File: config.mk
export PLATFORM = sky130hd
export DESIGN_NAME = stopwatch_ctrl
export DESIGN_NICKNAME = d
export VERILOG_FILES = /design/src/rtl/stopwatch_ctrl.sv
export SDC_FILE = /design/constraint.sdc
export NUM_CORES = 1
export LEC_CHECK = 0
export BUFFER_PORTS_ARGS = -buffer_cell sky130_fd_sc_hd__buf_2
export CAP_MARGIN = 20
export CORE_MARGIN = 1.5
export CORE_UTILIZATION = 31
export CTS_CLUSTER_DIAMETER = 50
export DETAILED_ROUTE_END_ITERATION = 8
export PLACE_DENSITY = 0.51
export SYNTH_ARGS = -nofsm -noshare
export SYNTH_HDL_FRONTEND = slang
export SYNTH_SLANG_ARGS = --single-unit
File: constraint.sdc
create_clock -name clk -period 1.89 [get_ports clk]
set_input_delay 0.378 -clock clk [delete_from_list [all_inputs] [get_ports clk]]
set_output_delay 0.378 -clock clk [all_outputs]
set_load 0.01 [all_outputs]
File: src/rtl/stopwatch_ctrl.sv
// ---------------------------------------------------------------------------
// stopwatch_ctrl
// Control front end for a stopwatch datapath. Three raw push-buttons are
// synchronised, debounced and edge-detected into single-cycle press events,
// which drive a STOP/RUN/CLEAR state machine and a lap-hold toggle.
// All outputs come straight from registers.
// ---------------------------------------------------------------------------
module stopwatch_ctrl #(
   parameter int DEBOUNCE_CYCLES = 100_000
) (
   input  logic       clk,
   input  logic       reset_n,
   input  logic       btn_run,
   input  logic       btn_clear,
   input  logic       btn_lap,
   output logic       run,
   output logic       clear,
   output logic       lap_hold,
   output logic [1:0] state
);

   localparam int CNT_W = $clog2(DEBOUNCE_CYCLES);
   localparam logic [CNT_W-1:0] CNT_LAST = CNT_W'(DEBOUNCE_CYCLES - 1);
   localparam logic [CNT_W-1:0] CNT_ZERO = {CNT_W{1'b0}};
   localparam logic [CNT_W-1:0] CNT_ONE  = CNT_W'(1);

   // Button lanes: bit 0 = run, bit 1 = clear, bit 2 = lap
   localparam int BTN_RUN = 0;
   localparam int BTN_CLR = 1;
   localparam int BTN_LAP = 2;

   typedef enum logic [1:0] {
      ST_STOP  = 2'b00,
      ST_RUN   = 2'b01,
      ST_CLEAR = 2'b10
   } state_t;

   logic [2:0]       btn_s;
   logic [2:0]       sync1_r;
   logic [2:0]       sync2_r;
   logic [2:0]       stable_r;
   logic [2:0]       stable_d_r;
   logic [CNT_W-1:0] cnt_r [3];
   logic [2:0]       press_s;

   state_t           state_r;
   state_t           state_nxt_s;
   logic             lap_nxt_s;
   logic             lap_hold_r;
   logic             run_r;
   logic             clear_r;

   assign btn_s = {btn_lap, btn_clear, btn_run};

   // Two-flop synchronisers bring each raw button into the clk domain
   always_ff @(posedge clk or negedge reset_n) begin
      if (!reset_n) begin
         sync1_r <= 3'b000;
         sync2_r <= 3'b000;
      end else begin
         sync1_r <= btn_s;
         sync2_r <= sync1_r;
      end
   end

   // Debouncers: accept a new level only after it differs for DEBOUNCE_CYCLES cycles in a row
   always_ff @(posedge clk or negedge reset_n) begin
      if (!reset_n) begin
         stable_r <= 3'b000;
         for (int i = 0; i < 3; i++) begin
            cnt_r[i] <= CNT_ZERO;
         end
      end else begin
         for (int i = 0; i < 3; i++) begin
            if (sync2_r[i] == stable_r[i]) begin
               cnt_r[i] <= CNT_ZERO;
            end else if (cnt_r[i] == CNT_LAST) begin
               stable_r[i] <= sync2_r[i];
               cnt_r[i]    <= CNT_ZERO;
            end else begin
               cnt_r[i] <= cnt_r[i] + CNT_ONE;
            end
         end
      end
   end

   // Delayed copy of the stable levels for rising-edge detection
   always_ff @(posedge clk or negedge reset_n) begin
      if (!reset_n) begin
         stable_d_r <= 3'b000;
      end else begin
         stable_d_r <= stable_r;
      end
   end

   // A press is the first cycle a stable level is high; releases make no event
   assign press_s = stable_r & ~stable_d_r;

   // Next-state and lap-hold decisions from the current state and press events
   always_comb begin
      state_nxt_s = state_r;
      lap_nxt_s   = lap_hold_r;
      case (state_r)
         ST_STOP: begin
            if (press_s[BTN_CLR]) begin
               state_nxt_s = ST_CLEAR;
            end else if (press_s[BTN_RUN]) begin
               state_nxt_s = ST_RUN;
            end else begin
               state_nxt_s = ST_STOP;
            end
         end
         ST_RUN: begin
            if (press_s[BTN_RUN]) begin
               state_nxt_s = ST_STOP;
            end else begin
               state_nxt_s = ST_RUN;
            end
         end
         ST_CLEAR: begin
            state_nxt_s = ST_STOP;
         end
         default: begin
            state_nxt_s = ST_STOP;
         end
      endcase

      // Entering CLEAR wins over any coincident lap press
      if (state_nxt_s == ST_CLEAR) begin
         lap_nxt_s = 1'b0;
      end else if ((state_r != ST_CLEAR) && press_s[BTN_LAP]) begin
         lap_nxt_s = ~lap_hold_r;
      end else begin
         lap_nxt_s = lap_hold_r;
      end
   end

   // State register plus registered Moore decodes of the next state
   always_ff @(posedge clk or negedge reset_n) begin
      if (!reset_n) begin
         state_r    <= ST_STOP;
         run_r      <= 1'b0;
         clear_r    <= 1'b0;
         lap_hold_r <= 1'b0;
      end else begin
         state_r    <= state_nxt_s;
         run_r      <= (state_nxt_s == ST_RUN);
         clear_r    <= (state_nxt_s == ST_CLEAR);
         lap_hold_r <= lap_nxt_s;
      end
   end

   assign run      = run_r;
   assign clear    = clear_r;
   assign lap_hold = lap_hold_r;
   assign state    = state_r;

endmodule

==> flow_summary_export.csv, run 1 <==
group,metric,value,unit
run_status,status,"completed",
cts,cts-buffers-inserted,9,
route,dr.pass1.iters,4,
yosys,synth_area_per_cell,10.58,um^2
floorplanning,die_w,102.8,um
route,drt_wl_total,5584,um
yosys,synth_cell_types,33,
yosys,syn_nets,300,
floorplanning,io_pins,10,
sta,finClkSkew,6.790,ps
route,route.vias.total,2127,
critical_path,max_stage_delay,420,ps
cts,cts_resized,0,
cells_and_area,nets,323,
critical_path,cp.depth,5,
route,routedWlPerCell,12.33,um
flow_run,maxCapViolations,0,
yosys,synth_cells,292,
critical_path,worst-setup-path-type,"flop to flop",
global_routing,grt_pass1_wl,10130,um
cells_and_area,fill_cells,1006,
pwr,powerDensity,755.2,mW/mm^2
critical_path,regToRegSetupSlack,210,ps
placement,io_buffers,9,
cts,clockRootBuffer,"clkbuf_8",
cells_and_area,final_cell_area,0.003535,mm^2
hold_path,hold_depth,1,
route,drc,0,
global_routing,grt_pass1_vias,2163,
cts,cts.sinks,68,
critical_path,cp-start-kind,"flop",
yosys,yosys.area.top_type,"dfrtp_1",
sta,finalSetupViolCount,0,
global_routing,antenna_found_initial,0,
route,routed_via_density,4.695,
route,wl_met1,2849,um
sta,tns,0,ps
yosys,yosysWarnings,0,
critical_path,crit_chain,"ha_1 -> and4_1 -> nand3_1 -> or3_2 -> a21oi_1",
hold_path,min_path_type,"input port to flop",
critical_path,crit_family,"simple AND/OR/NAND/NOR gates",
critical_path,r2r_cells,5,
cts,cts_tree,"done",
route,drtIter0Drc,84,
sta,timing.final.crit_period,1678,ps
critical_path,required,2160,ps
cts,cts_max_path_buffers,2,
placement,placed_area,0.003347,mm^2
floorplanning,core.rowCount,36,
sta,relSlewSlack,73.37,%
route,dr.max_layer_used,"met4",
yosys,yosysSeqAreaShare,55.06,%
route,wl_met2,2489,um
floorplanning,die_area,0.01058,mm^2
global_routing,grt_overflow,0,
floorplanning,die_h,102.8,um
yosys,ys_ff_latch,68,
cells_and_area,antennaDiodeCount,0,
sta,rsz0062_at_grt,"false",
pwr,p_leak,1.459,nW
cells_and_area,layout_common_cells,"68 x dfrtp_1, 52 x nor2_1, 31 x xnor2_1",
pwr,vdd_drop_max,0.4386,mV
critical_path,crit_fanout,6,
floorplanning,initial_core_util,31.76,%
global_routing,grt_max_degree,54,
route,antenna_left,0,
cts,clk_latency,340,ps
cts,cts.clk_slew.worst_paths,70,ps
cells_and_area,area_growth_syn_to_layout,14.37,%
critical_path,slowest_stage,"dfrtp_1",
placement,place_congestion,0.8158,
global_routing,track_usage,12.40,%
sta,finalHoldViolCount,0,
yosys,synth.top_cell.area_share,55.06,%
critical_path,crit_arrival,1950,ps
sta,worst_slew_pin_slew,395.7,ps
cts,cts_htree_levels,3,
route,wl_met3,128,um
critical_path,end_kind,"flop",
floorplanning,coreArea,0.009729,mm^2
sta,slew_viol_final,0,
yosys,synthesis.area,0.003090,mm^2
placement,hpwl,3864,um
sta,fmax,596.0,MHz
sta,fin_crit_sh,88.78,%
yosys,ys_top_cells_by_area,"dfrtp_1 55%, xnor2_1 8.8%, nor2_1 6.3%",
cells_and_area,layout_commonest_cell,"dfrtp_1",
cells_and_area,final_layout_size_suffix_gt1_share,11.88,%
critical_path,cp_num_buf_inv,0,
-- final timing paths --
path                            start    endpoint
min                           btn_run  sync1_r[0]
max                         cnt_r[17]   cnt_r[31]
min in group asynchronous     reset_n    state[1]
max in group asynchronous     reset_n   cnt_r[25]
min reg2reg                sync1_r[2]  sync2_r[2]
max reg2reg                 cnt_r[17]   cnt_r[31]
-- power breakdown --
part	internal (mW)	switching [mW]	leakage, nW
Sequential	1.48	0.0224	0.929
Combinational	0.0340	0.0639	0.448
Clock	0.514	0.559	0.0820
Total	2.02	0.645	1.46
-- area by class of cell --
class	instances	area, um^2	share of cell area, %
Inverter	5	18.77	0.5310
Sequential cell	68	1702	48.14
Timing Repair Buffer	18	127.6	3.611
Multi-Input combinational cell	213	1343	37.98
Tap cell	133	166.4	4.708
Clock inverter	5	36.28	1.027
Clock buffer	11	141.4	4.000
-- stage by stage --
stage / setup slack [ps] / power [mW] / std cells / util (%) / hold slack, ps
2_1_floorplan: 239.2 / 1.569 / 292 / - / 82.41
3_3_place_gp: 225.9 / 1.626 / 436 / 34.40 / 323.5
3_5_place_dp: 219.7 / 1.627 / 436 / 34.40 / 337.1
4_1_cts: 193.7 / 2.716 / 453 / 36.33 / 117.2
5_1_grt: 39.74 / 2.788 / 453 / 36.33 / 117.7
6_report: 212.0 / 2.669 / 453 / 36.33 / 135.5
-- worst reg2reg max path: cells and delay by family (launching register included) --
| family | cells | cell delay [ps] |
|---|---|---|
| compound gates | 1 | 140 |
| fa+ha+maj | 1 | 240 |
| flops | 1 | 420 |
| simple gates | 3 | 800 |
-- kinds of logic (layout without fill, tap and decap cells) --
logic type | count (synthesis) | count (layout) | synth area share, %
compound gates | 9 | 9 | 1.863
mux | 3 | 3 | 1.093
fa+ha+maj | 3 | 3 | 1.215
flops | 68 | 68 | 55.06
buf+inv | 11 | 39 | 1.498
simple gates | 152 | 152 | 26.24
xor+xnor | 46 | 46 | 13.04
-- cells in the mapped netlist --
cell type   n
dfrtp_1    68
nor2_1     52
xnor2_1    31
nand4_1    19
nand3_1    16
xor2_1     15
nand2_1    14
nor3_1     13
nor4_1     13
and4_1      5
inv_1       5
a21oi_1     4
buf_2       3
ha_1        3
mux2_2      3
nor3b_1     3
nor4bb_1    3
a41o_1      2
and3_1      2
clkbuf_1    2
nand4bb_1   2
nor2b_1     2
o21ai_0     2
and2_1      1
and4b_1     1
clkbuf_2    1
nand2b_1    1
nand4_4     1
o31ai_1     1
or2_4       1
or3_1       1
or3_2       1
or4_1       1
-- layer usage --
metal,vias to the layer above,global-route usage (%)
li1,1071,-
met1,1024,16.93
met2,23,18.80
met3,9,2.441
met4,0,6.341
met5,-,0
-- flip-flops by register name, indices dropped and copies added (netlist names) --
signal and flops:
sync2_r 3, stable_d_r 3, stable_r 3, cnt_r 51, run 1, state 2, clear 1, sync1_r 3
lap_hold 1
-- repair_timing --
item                                   4_1_cts  5_1_grt
endpoints found under the hold margin       15        0
hold buffers                                 1        0
setup buffers                                0        0
Power figures use the tool's default switching activity.
==> run 2: changes to the inputs <==
--- a/config.mk
+++ b/config.mk
@@ -11,7 +11,6 @@
 export CORE_UTILIZATION = 31
 export CTS_CLUSTER_DIAMETER = 50
 export DETAILED_ROUTE_END_ITERATION = 8
-export PLACE_DENSITY = 0.51
 export SYNTH_ARGS = -nofsm -noshare
 export SYNTH_HDL_FRONTEND = slang
 export SYNTH_SLANG_ARGS = --single-unit
==> flow_summary_export.csv, run 2 (synthesis gave the netlist of run 1 again) <==
group,metric,value,unit
pwr,powerDensity,858.4,mW/mm^2
cells_and_area,layout_common_cells,"68 x dfrtp_1, 52 x nor2_1, 31 x xnor2_1",
placement,placed_area,0.003332,mm^2
cts,cts.sinks,68,
cts,cts.clk_slew.worst_paths,80,ps
route,wl_met3,123,um
pwr,p_clk_share,48.1,%
pwr,switching_power,0.6191,mW
floorplanning,initial_core_util,31.76,%
floorplanning,io_pins,10,
global_routing,grt_overflow,0,
critical_path,end_kind,"flop",
cells_and_area,antennaDiodeCount,0,
cells_and_area,largest_reg_flops,51,
global_routing,grt_max_degree,69,
pwr,intPower,2.457,mW
route,wl_met2,2428,um
cts,clk_latency,340,ps
cts,cts_htree_levels,3,
route,dr.pass1.iters,4,
critical_path,cp-start-kind,"flop",
critical_path,required,2160,ps
flow_run,maxCapViolations,0,
route,drtIter0Drc,90,
critical_path,crit_fanout,6,
run_status,status,"completed",
cells_and_area,instances_no_fill,450,
floorplanning,die_w,102.8,um
cts,cts-buffers-inserted,9,
cells_and_area,final_cell_area,0.003583,mm^2
global_routing,grt_pass1_wl,9487,um
route,route.vias.total,2126,
route,routed_via_density,4.724,
cells_and_area,fin_util,36.83,%
placement,hpwl,3571,um
critical_path,worst-setup-path-type,"flop to flop",
sta,relSlewSlack,74.89,%
sta,worst_slew_pin_slew,373.2,ps
critical_path,r2r_cells,5,
cells_and_area,largest-register,"cnt_r",
hold_path,min_path_type,"input port to asynchronous set/reset pin",
critical_path,regToRegSetupSlack,190,ps
pwr,p_leak,1.488,nW
pwr,vdd_drop_max,0.2999,mV
global_routing,track_usage,11.50,%
sta,slew_viol_final,0,
sta,fin_crit_sh,90.21,%
cts,clockRootBuffer,"clkbuf_8",
cells_and_area,nets,320,
critical_path,crit_arrival,1970,ps
placement,dpl.cell_count,434,
floorplanning,die_h,102.8,um
floorplanning,die_area,0.01058,mm^2
sta,timing.final.crit_period,1705,ps
sta,fmax,586.5,MHz
route,antenna_left,0,
global_routing,grt_pass1_vias,2091,
cells_and_area,area_growth_syn_to_layout,15.95,%
pwr,swShare,20.13,%
route,drt_wl_total,5336,um
sta,finalHoldViolCount,0,
cells_and_area,final_layout_size_suffix_gt1_share,11.67,%
route,routedWlPerCell,11.86,um
global_routing,antenna_found_initial,0,
pwr,p_seq_share,48.8,%
cts,cts_setup_buffers,0,
sta,tns,0,ps
pwr,comb_power_share,3.1,%
cells_and_area,layout_commonest_cell,"dfrtp_1",
route,dr.max_layer_used,"met4",
route,drc,0,
sta,rsz0062_at_grt,"false",
placement,io_buffers,9,
sta,finalSetupViolCount,0,
floorplanning,core.rowCount,36,
placement,place_congestion,0.7941,
floorplanning,coreArea,0.009729,mm^2
route,wl_met1,2663,um
cts,cts_max_path_buffers,2,
sta,finClkSkew,9.736,ps
cts,cts_tree,"done",
run 2: final cells by class:
class | instances | area [um^2]
inverters | 5 | 18.77
flip-flops and latches | 68 | 1702
clock buffers | 12 | 155.1
well taps | 133 | 166.4
clock inverters | 4 | 95.09
fillers | 968 | 6146
multi-input cells | 213 | 1344
repair buffers | 15 | 102.6
run 2: per-layer routing:
| metal | vias up | global-route usage [%] |
|---|---|---|
| met1 | 1016 | 14.81 |
| met5 | - | 0 |
| met3 | 11 | 2.373 |
| li1 | 1069 | - |
| met4 | 0 | 6.341 |
| met2 | 30 | 18.19 |
run 2: worst paths after layout:
kind / to / startpoint
min reg2reg: sync2_r[2] / sync1_r[2]
min: cnt_r[48] / reset_n
min in group clk: sync1_r[2] / btn_lap
max: cnt_r[31] / cnt_r[17]
max in group asynchronous: cnt_r[6] / reset_n
max reg2reg: cnt_r[31] / cnt_r[17]
run 2: critical path, cell delays in order (launching register included):
cell	delay, ps
dfrtp_1	430
ha_1	250
and4_2	300
nand3_1	100
or3_2	410
a21oi_1	150
run 2: per-stage QoR:
stage / total power [mW] / setup WS [ps] / hold slack (ps)
after global placement: 1.625 / 229.5 / 332.6
final: 3.076 / 185.0 / 51.69
after floorplan: 1.569 / 239.2 / 82.41
after CTS: 3.121 / 198.7 / 50.84
after detailed placement: 1.626 / 194.9 / 337.2
after global routing: 3.196 / 13.86 / 84.54
run 2: timing repair:
action | in CTS | in global routing
endpoints found under the hold margin | 0 | 0
setup endpoints to repair | 0 | 1
hold buffers | 0 | 0
resized for setup | 0 | 1
run 2: power by group through the flow:
| stage | registers [mW] | logic (mW) | clock network [mW] |
|---|---|---|---|
| 5_1_grt | 1.50 | 0.113 | 1.58 |
| 2_1_floorplan | 1.52 | 0.0493 | 0 |
| 3_3_place_gp | 1.53 | 0.0988 | 0 |
| 6_report | 1.50 | 0.0954 | 1.48 |
| 4_1_cts | 1.50 | 0.0994 | 1.52 |
| 3_5_place_dp | 1.53 | 0.0986 | 0 |
==> run 3: changes to the inputs <==
--- a/config.mk
+++ b/config.mk
@@ -8,9 +8,10 @@
 export BUFFER_PORTS_ARGS = -buffer_cell sky130_fd_sc_hd__buf_2
 export CAP_MARGIN = 20
 export CORE_MARGIN = 1.5
-export CORE_UTILIZATION = 31
+export CORE_UTILIZATION = 60
 export CTS_CLUSTER_DIAMETER = 50
 export DETAILED_ROUTE_END_ITERATION = 8
+export PLACE_DENSITY = 0.77
 export SYNTH_ARGS = -nofsm -noshare
 export SYNTH_HDL_FRONTEND = slang
 export SYNTH_SLANG_ARGS = --single-unit
==> flow_summary_export.csv, run 3 (synthesis gave the netlist of run 1 again) <==
group,metric,value,unit
floorplanning,coreArea,0.004848,mm^2
critical_path,regToRegSetupSlack,170,ps
placement,hpwl,3501,um
floorplanning,die_h,74.77,um
sta,fmax,582.5,MHz
global_routing,grt_overflow,0,
critical_path,cp_num_buf_inv,0,
cts,clk_latency,350,ps
cells_and_area,layout_common_cells,"68 x dfrtp_1, 52 x nor2_1, 31 x xnor2_1",
global_routing,grt_pass1_wl,9384,um
sta,whs,39.59,ps
route,routed_via_density,5.617,
critical_path,crit_fanout,6,
critical_path,crit_chain,"ha_2 -> and4_1 -> nand3_1 -> or3_2 -> a21oi_1",
global_routing,grtUsageMet3,8.166,%
placement,pre_cts_slack,174.0,ps
cells_and_area,largest-register,"cnt_r",
floorplanning,die_area,0.005591,mm^2
cts,cts_tree,"done",
floorplanning,io_pins,10,
critical_path,end_kind,"flop",
critical_path,required,2160,ps
route,drtIter0Drc,132,
route,drt_wl_total,5255,um
floorplanning,initial_core_util,63.74,%
sta,fin_crit_sh,90.83,%
run_status,status,"completed",
cells_and_area,fin_util,70.81,%
critical_path,worst-setup-path-type,"flop to flop",
cells_and_area,area_growth_syn_to_layout,11.09,%
route,route.vias.total,2157,
pwr,vdd_drop_max,0.5630,mV
cts,clockRootBuffer,"clkbuf_8",
flow_run,maxCapViolations,0,
cts,cts.sinks,68,
sta,finClkSkew,10.13,ps
critical_path,cp-start-kind,"flop",
cells_and_area,instances_no_fill,384,
floorplanning,die_w,74.77,um
placement,place_congestion,0.8262,
cells_and_area,largest_reg_flops,51,
cells_and_area,nets,320,
route,antenna_left,0,
floorplanning,core.rowCount,25,
route,routedWlPerCell,13.68,um
cts,cts-buffers-inserted,9,
sta,worst_slew_pin_slew,374.5,ps
global_routing,top_usage_layer,"met2",
placement,io_buffers,9,
global_routing,antenna_found_initial,0,
sta,timing.final.crit_period,1717,ps
sta,tns,0,ps
sta,slew_viol_final,0,
cells_and_area,antennaDiodeCount,0,
cts,cts.clk_slew.worst_paths,80,ps
sta,finalHoldViolCount,0,
cts,cts_hold_buf,0,
global_routing,grt_max_degree,69,
global_routing,grt_use_met2,34.23,%
cells_and_area,final_layout_size_suffix_gt1_share,11.99,%
global_routing,grt_pass1_vias,2162,
sta,relSlewSlack,74.80,%
pwr,p_leak,1.447,nW
critical_path,slowest_stage,"dfrtp_1",
hold_path,min_path_type,"input port to asynchronous set/reset pin",
critical_path,max_stage_delay,440,ps
sta,rsz0062_at_grt,"false",
cells_and_area,layout_commonest_cell,"dfrtp_1",
route,dr.pass1.iters,6,
route,drc,0,
cts,cts_max_path_buffers,2,
cells_and_area,fill_cells,342,
sta,finalSetupViolCount,0,
sta,fin_ws,173.3,ps
global_routing,track_usage,22.55,%
global_routing,met1_usage,28.78,%
critical_path,crit_family,"simple AND/OR/NAND/NOR gates",
critical_path,crit_arrival,1990,ps
cts,cts_htree_levels,3,
placement,dpl.cell_count,368,
pwr,powerDensity,781.4,mW/mm^2
[run 3: cell types whose count changed in the layout (fill, tap and decap cells not counted)]
cell	before	now
clkinv_4	0	1
clkbuf_1	1	0
ha_2	0	1
inv_8	0	1
and4_2	1	0
clkinvlp_4	0	2
bufinv_16	3	0
inv_6	0	2
clkbuf_8	11	9
and4_1	4	5
ha_1	3	2
[run 3: stage by stage]
step | area [um^2] | total power, mW
global placement | 3249 | 1.622
detailed placement | 3249 | 1.626
global route | 3433 | 2.798
finish | 3433 | 2.683
floorplan | 3090 | 1.569
CTS | 3431 | 2.714
[run 3: where the power goes]
part	switching, mW	leakage, nW	internal, mW	total, mW
Combinational	0.0626	0.431	0.0338	0.0963
Sequential	0.0235	0.929	1.48	1.50
Clock	0.595	0.0881	0.493	1.09
[run 3: path summary, 6_finish.rpt]
path,from,end,depth (start not counted)
setup / recovery,cnt_r[17],cnt_r[31],5
hold / removal,reset_n,cnt_r[50],2
setup reg to reg,cnt_r[17],cnt_r[31],5
hold reg to reg,sync1_r[1],sync2_r[1],0
max in group asynchronous,reset_n,cnt_r[8],2
min in group clk,btn_run,sync1_r[0],1
[run 3: cell type report]
type	instances	area [um^2]	share of cell area, %
sequential	68	1702	49.56
timing repair buffer	15	102.6	2.988
multi-input combinational	213	1345	39.18
tap	67	83.83	2.442
inverter	5	18.77	0.5466
clock inverter	7	57.56	1.676
clock buffer	9	123.9	3.608
[run 3: routing by layer]
metal	part of all wire (%)	vias to the layer above
met3	4.8	5
met1	48	1031
li1	-	1072
met4	0.88	0
met2	47	49
met5	0	-
[run 3: timing repair]
| action | 4_1_cts | 5_1_grt |
|---|---|---|
| setup endpoints to repair | 0 | 1 |
| setup buffers | 0 | 0 |
| resized for setup | 0 | 1 |
